--- src/rtl/adc_pid_controller.sv ---
// Sample-at-a-time PID controller: six-cycle FSM that turns one ADC code into a clamped 12-bit output.
// Optional derivative term is enabled by defining ADC_PID_DERIV_EN; when it is undefined, d is forced to 0.
module adc_pid_controller #(
    parameter int OUT_MAX = 4095,
    parameter int INTEG_W = 24
) (
    input  logic        clk,
    input  logic        rst,
    input  logic [11:0] sample_in,
    input  logic        sample_valid,
    input  logic [11:0] setpoint,
    input  logic [7:0]  kp,
    input  logic [7:0]  ki,
    input  logic [7:0]  kd,
    output logic [11:0] u_out,
    output logic        u_valid,
    output logic        sat,
    output logic        busy
);

    localparam int SW = INTEG_W + 3;
    localparam logic signed [INTEG_W:0] IMAX      = {2'b00, {(INTEG_W - 1){1'b1}}};
    localparam logic signed [INTEG_W:0] IMIN      = -IMAX;
    localparam logic signed [SW-1:0]    OUT_MAX_S = SW'(OUT_MAX);

    typedef enum logic [2:0] {
        S_IDLE, S_ERR, S_PTERM, S_ITERM, S_DTERM, S_SUM
    } state_t;

    state_t                     state_q, state_d;
    logic [11:0]                sample_q, sample_d;
    logic [11:0]                setpoint_q, setpoint_d;
    logic [7:0]                 kp_q, kp_d, ki_q, ki_d, kd_q, kd_d;
    logic signed [12:0]         e_q, e_d, e_prev_q, e_prev_d;
    logic signed [13:0]         de_q, de_d;
    logic signed [21:0]         p_q, p_d;
    logic signed [INTEG_W-1:0]  integ_q, integ_d;
    logic signed [22:0]         d_q, d_d;
    logic [11:0]                u_out_q, u_out_d;
    logic                       u_valid_q, u_valid_d;
    logic                       sat_q, sat_d, sat_hi_q, sat_hi_d;

    logic signed [21:0]         e_ext22, kp_ext, ki_ext, p_prod, i_prod;
    logic signed [22:0]         d_prod;
    logic signed [12:0]         e_new;
    logic signed [INTEG_W:0]    integ_sum;
    logic signed [SW-1:0]       sum_full, s_val;
    logic                       windup_hold;

    assign e_ext22 = {{9{e_q[12]}}, e_q};
    assign kp_ext  = {14'b0, kp_q};
    assign ki_ext  = {14'b0, ki_q};
    assign p_prod  = kp_ext * e_ext22;
    assign i_prod  = ki_ext * e_ext22;

`ifdef ADC_PID_DERIV_EN
    logic signed [22:0] kd_ext, de_ext;
    assign kd_ext = {15'b0, kd_q};
    assign de_ext = {{9{de_q[13]}}, de_q};
    assign d_prod = kd_ext * de_ext;
`else
    logic unused_deriv;
    assign d_prod       = '0;
    assign unused_deriv = ^{kd_q, de_q};
`endif

    // Integrator freezes while the output is pinned and the error pushes further into that same limit.
    assign windup_hold = sat_q && ((sat_hi_q && (e_q > 13'sd0)) || (!sat_hi_q && (e_q < 13'sd0)));

    assign e_new     = $signed({1'b0, setpoint_q}) - $signed({1'b0, sample_q});
    assign integ_sum = {integ_q[INTEG_W-1], integ_q} + {{(INTEG_W - 21){i_prod[21]}}, i_prod};
    assign sum_full  = {{(SW - 22){p_q[21]}}, p_q}
                     + {{3{integ_q[INTEG_W-1]}}, integ_q}
                     + {{(SW - 23){d_q[22]}}, d_q};
    assign s_val     = sum_full >>> 4;

    // NOTE: every _d gets a default of its _q first, so no branch can leave a value unassigned and infer a latch.
    always_comb begin
        state_d    = state_q;
        sample_d   = sample_q;
        setpoint_d = setpoint_q;
        kp_d       = kp_q;
        ki_d       = ki_q;
        kd_d       = kd_q;
        e_d        = e_q;
        e_prev_d   = e_prev_q;
        de_d       = de_q;
        p_d        = p_q;
        integ_d    = integ_q;
        d_d        = d_q;
        u_out_d    = u_out_q;
        u_valid_d  = 1'b0;
        sat_d      = sat_q;
        sat_hi_d   = sat_hi_q;

        unique case (state_q)
            S_IDLE: begin
                if (sample_valid) begin
                    sample_d   = sample_in;
                    setpoint_d = setpoint;
                    kp_d       = kp;
                    ki_d       = ki;
                    kd_d       = kd;
                    state_d    = S_ERR;
                end
            end
            S_ERR: begin
                e_d      = e_new;
                de_d     = {e_new[12], e_new} - {e_prev_q[12], e_prev_q};
                e_prev_d = e_new;
                state_d  = S_PTERM;
            end
            S_PTERM: begin
                p_d     = p_prod;
                state_d = S_ITERM;
            end
            S_ITERM: begin
                if (!windup_hold) begin
                    if (integ_sum > IMAX) begin
                        integ_d = IMAX[INTEG_W-1:0];
                    end else if (integ_sum < IMIN) begin
                        integ_d = IMIN[INTEG_W-1:0];
                    end else begin
                        integ_d = integ_sum[INTEG_W-1:0];
                    end
                end
                state_d = S_DTERM;
            end
            S_DTERM: begin
                d_d     = d_prod;
                state_d = S_SUM;
            end
            S_SUM: begin
                u_valid_d = 1'b1;
                if (s_val < 0) begin
                    u_out_d  = 12'd0;
                    sat_d    = 1'b1;
                    sat_hi_d = 1'b0;
                end else if (s_val > OUT_MAX_S) begin
                    u_out_d  = 12'(OUT_MAX);
                    sat_d    = 1'b1;
                    sat_hi_d = 1'b1;
                end else begin
                    u_out_d  = s_val[11:0];
                    sat_d    = 1'b0;
                    sat_hi_d = 1'b0;
                end
                state_d = S_IDLE;
            end
            default: state_d = S_IDLE;
        endcase
    end

    // NOTE: operand capture registers are not reset; they are always written on acceptance before being read.
    always_ff @(posedge clk) begin
        sample_q   <= sample_d;
        setpoint_q <= setpoint_d;
        kp_q       <= kp_d;
        ki_q       <= ki_d;
        kd_q       <= kd_d;
    end

    // NOTE: sequential state uses non-blocking assignments so every flop samples pre-edge values.
    always_ff @(posedge clk) begin
        if (rst) begin
            state_q   <= S_IDLE;
            e_q       <= '0;
            e_prev_q  <= '0;
            de_q      <= '0;
            p_q       <= '0;
            integ_q   <= '0;
            d_q       <= '0;
            u_out_q   <= '0;
            u_valid_q <= 1'b0;
            sat_q     <= 1'b0;
            sat_hi_q  <= 1'b0;
        end else begin
            state_q   <= state_d;
            e_q       <= e_d;
            e_prev_q  <= e_prev_d;
            de_q      <= de_d;
            p_q       <= p_d;
            integ_q   <= integ_d;
            d_q       <= d_d;
            u_out_q   <= u_out_d;
            u_valid_q <= u_valid_d;
            sat_q     <= sat_d;
            sat_hi_q  <= sat_hi_d;
        end
    end

    assign u_out   = u_out_q;
    assign u_valid = u_valid_q;
    assign sat     = sat_q;
    assign busy    = (state_q != S_IDLE);

endmodule

--- config.mk ---
export PLATFORM = sky130hd
export DESIGN_NAME = adc_pid_controller
export DESIGN_NICKNAME = d
export VERILOG_FILES = /design/src/rtl/adc_pid_controller.sv
export SDC_FILE = /design/constraint.sdc
export NUM_CORES = 1
export LEC_CHECK = 0
export BUFFER_PORTS_ARGS = -buffer_cell sky130_fd_sc_hd__buf_2
export CAP_MARGIN = 20
export CELL_PAD_IN_SITES_DETAIL_PLACEMENT = 0
export CELL_PAD_IN_SITES_GLOBAL_PLACEMENT = 2
export CORE_MARGIN = 2
export CORE_UTILIZATION = 35
export CTS_CLUSTER_SIZE = 12
export DETAILED_ROUTE_END_ITERATION = 10
export HOLD_SLACK_MARGIN = 0.12
export PLACE_DENSITY_LB_ADDON = 0.2
export SLEW_MARGIN = 10
export SYNTH_ARGS = -nofsm -noshare
export SYNTH_HDL_FRONTEND = slang
export SYNTH_SLANG_ARGS = --single-unit
--- constraint.sdc ---
create_clock -name clk -period 10.3 [get_ports clk]
set_input_delay 1.03 -clock clk [delete_from_list [all_inputs] [get_ports clk]]
set_output_delay 1.03 -clock clk [all_outputs]
set_load 0.005 [all_outputs]
==> out/results.txt <==
Status: finished clean
CTS tree: yes
Yosys reg bits: 117
Final Setup Violations: 0
Reg2reg start: e_q[12]$_SDFFE_PP0P_
Clock latency on the worst-skew pair: 0.44 ns
Leakage: 7.62 nW
Slew Limit Fails: 0
Synth Warn #: 0
Die Height: 207 um
Root Buffer: clkbuf_16
Distinct cell type count after synthesis: 86
Fraction of registers with async set/reset: 0%
Vias: 10700
Post-DP HPWL: 28700 um
Post-synth EDFFs: 40
Setup Total Neg Slack: 0 ns
Placed Cells: 2131
Post_cts resized: 0
Worst vdd ir: 0.0857 mV
Crit path time final: 7.20 ns
Worst Reg-to-Reg Cells: 20
Clk pin slew, worst setup/hold paths: 0.06 ns
Initial antenna violation count: 0
MaxCap Viol Count: 0
Crit Path Category: flop to flop
Max Freq: 0.139 GHz
# IOs: 66
First-pass GRT wire length: 60200 um
RSZ-0062 raised after global routing: no
Synth Area per Inst: 9.06 um^2
H-tree depth: 4
Vias in the first global route: 11300
PortBufs: 57
Hold buffers post-CTS: 0
Cell type with the largest total area after synthesis: fa_1
CP Capture Type: flop
DRC violations left: 0
Layout area overhead: 9.28%
Max FO, Critical Path: 19
Clk buf depth: 2
Final Hold Fails: 0
Worst R2R End: integ_q[14]$_SDFFE_PP0P_
Slew headroom: 36.7%
Post-DR vias/cell: 4.94
Layout cells sized above 1: 8.46%
Layout Nets: 1994
Req. time, crit path: 10.65 ns
CTS buffer count: 17
Count leader, synth: inv_1
GRT Total Usage: 17.7%
R2R Setup Slk: 3.10 ns
Launch point of the worst path: e_q[12]$_SDFFE_PP0P_
Site Rows: 74
Hold WC Path Type: flop to flop
Placeable Area: 40700 um^2
Setup Skew: 0.0117 ns
Remaining Overflow, GRT: 0
Cells after Synth: 1593
Setup bufs post-CTS: 0
Hold slack: 0.456 ns
Critical path startpoint category: flop
Gp weighted congestion: 0.783
Die Wd: 207 um
Clk sinks: 117
Routed len/inst: 16.5 um
Synth top area cells: fa_1 27%, ha_1 12%, dfxtp_1 11%
Worst slack at placement: 3.05 ns
Slew of the pin with the lowest slew margin: 0.949 ns
Die ar.: 42900 um^2
ANT cells: 0
Total Wirelength: 35800 um
Power Density: 163 nW/um^2
Final cell count without fillers: 2163
Main synth FF type: dfxtp_1
Initial core utilization: 35.4%
Post-synth net total: 1969
Largest net degree at the start of global routing: 49
Slack of the critical path: 3.10 ns
Top cell type's share of synthesized area: 26.6%
Cell Area, Synth: 14400 um^2
Antenna viol nets, final: 0
Final worst path period share: 69.9%
Setup crit end: integ_q[14]$_SDFFE_PP0P_
DR iter-0 viols: 512
Worst path arrival time: 7.55 ns
Sequential-to-total area share from yosys stat: 19.0%
Router iterations before antenna repair: 4
Post-synth top cells: 305 x inv_1, 192 x fa_1, 153 x nand2_1
where the power goes:
part           switching (W)  leakage [nW]  total, W  internal [W]
clock               0.000231         0.290  0.000588      0.000357
combinational       0.000835          6.33   0.00139      0.000552
sequential         0.0000812          1.00  0.000602      0.000520
state kept, by name, summed over array words and instances (netlist names), 3 cells and up:
name / flops
p_q: 22
e_q: 13
integ_q: 24
state_q: 3
sample_q: 12
u_out: 12
setpoint_q: 12
kp_q: 8
ki_q: 8
kinds of logic after synthesis:
group | synth area share [%]
flops | 19.0
buf+inv | 9.90
simple gates | 16.4
mux | 0.217
xor+xnor | 2.91
compound gates | 13.3
fa+ha+maj | 38.2
how the worst min path moves through the flow:
stage | start | endpoint | slack (ns) | depth (start not counted)
2_1_floorplan | p_q[0]$_SDFFE_PP0P_ | p_q[0]$_SDFFE_PP0P_ | 0.43 | 2
5_1_grt | p_q[11]$_SDFFE_PP0P_ | p_q[11]$_SDFFE_PP0P_ | 0.48 | 2
3_5_place_dp | p_q[11]$_SDFFE_PP0P_ | p_q[11]$_SDFFE_PP0P_ | 0.45 | 2
4_1_cts | p_q[11]$_SDFFE_PP0P_ | p_q[11]$_SDFFE_PP0P_ | 0.46 | 2
3_3_place_gp | p_q[19]$_SDFFE_PP0P_ | p_q[19]$_SDFFE_PP0P_ | 0.45 | 2
6_report | p_q[11]$_SDFFE_PP0P_ | p_q[11]$_SDFFE_PP0P_ | 0.46 | 2
worst max-delay path, cell delays in order, from the launching register on:
cell,delay [ns]
dfxtp_1,0.90
nand2_1,0.22
inv_1,0.18
fa_1,0.42
inv_1,0.27
fa_1,0.59
fa_1,0.57
inv_1,0.05
fa_1,0.52
inv_1,0.05
fa_1,0.49
inv_1,0.04
ha_1,0.36
nand3_1,0.13
or2_2,0.32
o221ai_2,0.22
a311oi_1,0.15
xnor2_1,0.61
a21o_1,0.59
o22ai_1,0.18
a211oi_1,0.24
cells in the final DEF, fill, tap and decap left out, drive strengths merged, types with 5 or more instances in the layout:
cell / instances
or3: 9
a21oi: 76
edfxtp: 40
o31ai: 5
clkbuf: 23
o22ai: 18
nand2b: 7
and2: 132
buf: 67
nor4: 6
nor3: 29
o21bai: 5
o21ai: 30
or2: 5
a31oi: 8
nor2b: 9
o211ai: 8
a311oi: 13
nand2: 153
fa: 192
dfxtp: 77
and3: 8
nor2: 59
inv: 310
a2111oi: 5
a21o: 18
nand3: 24
nand4: 5
xor2: 22
o21a: 16
a211oi: 29
ha: 133
xnor2: 26
cell type report:
cell class / count / area [um^2]
Fill cell: 4252 / 25000
Multi-Input combinational cell: 1109 / 10300
Timing Repair Buffer: 67 / 360
Inverter: 306 / 1150
Clock inverter: 9 / 58.8
Tap cell: 532 / 666
Clock buffer: 23 / 522
Sequential cell: 117 / 2740
through the flow:
step	power (W)	util [%]	cell area, um^2
after floorplan	0.00170	-	14400
after global placement	0.00202	37.3	15200
after detailed placement	0.00202	37.3	15200
after CTS	0.00263	38.7	15800
after global routing	0.00285	38.7	15800
final	0.00258	38.7	15800
per-layer routing:
| layer | GRT usage (%) | wire [um] |
|---|---|---|
| met5 | 0 | 0 |
| met4 | 3.99 | 416 |
| met1 | 23.8 | 17300 |
| met3 | 2.91 | 1140 |
| met2 | 30.0 | 16900 |
No activity file was read; power rests on OpenSTA's default activity.
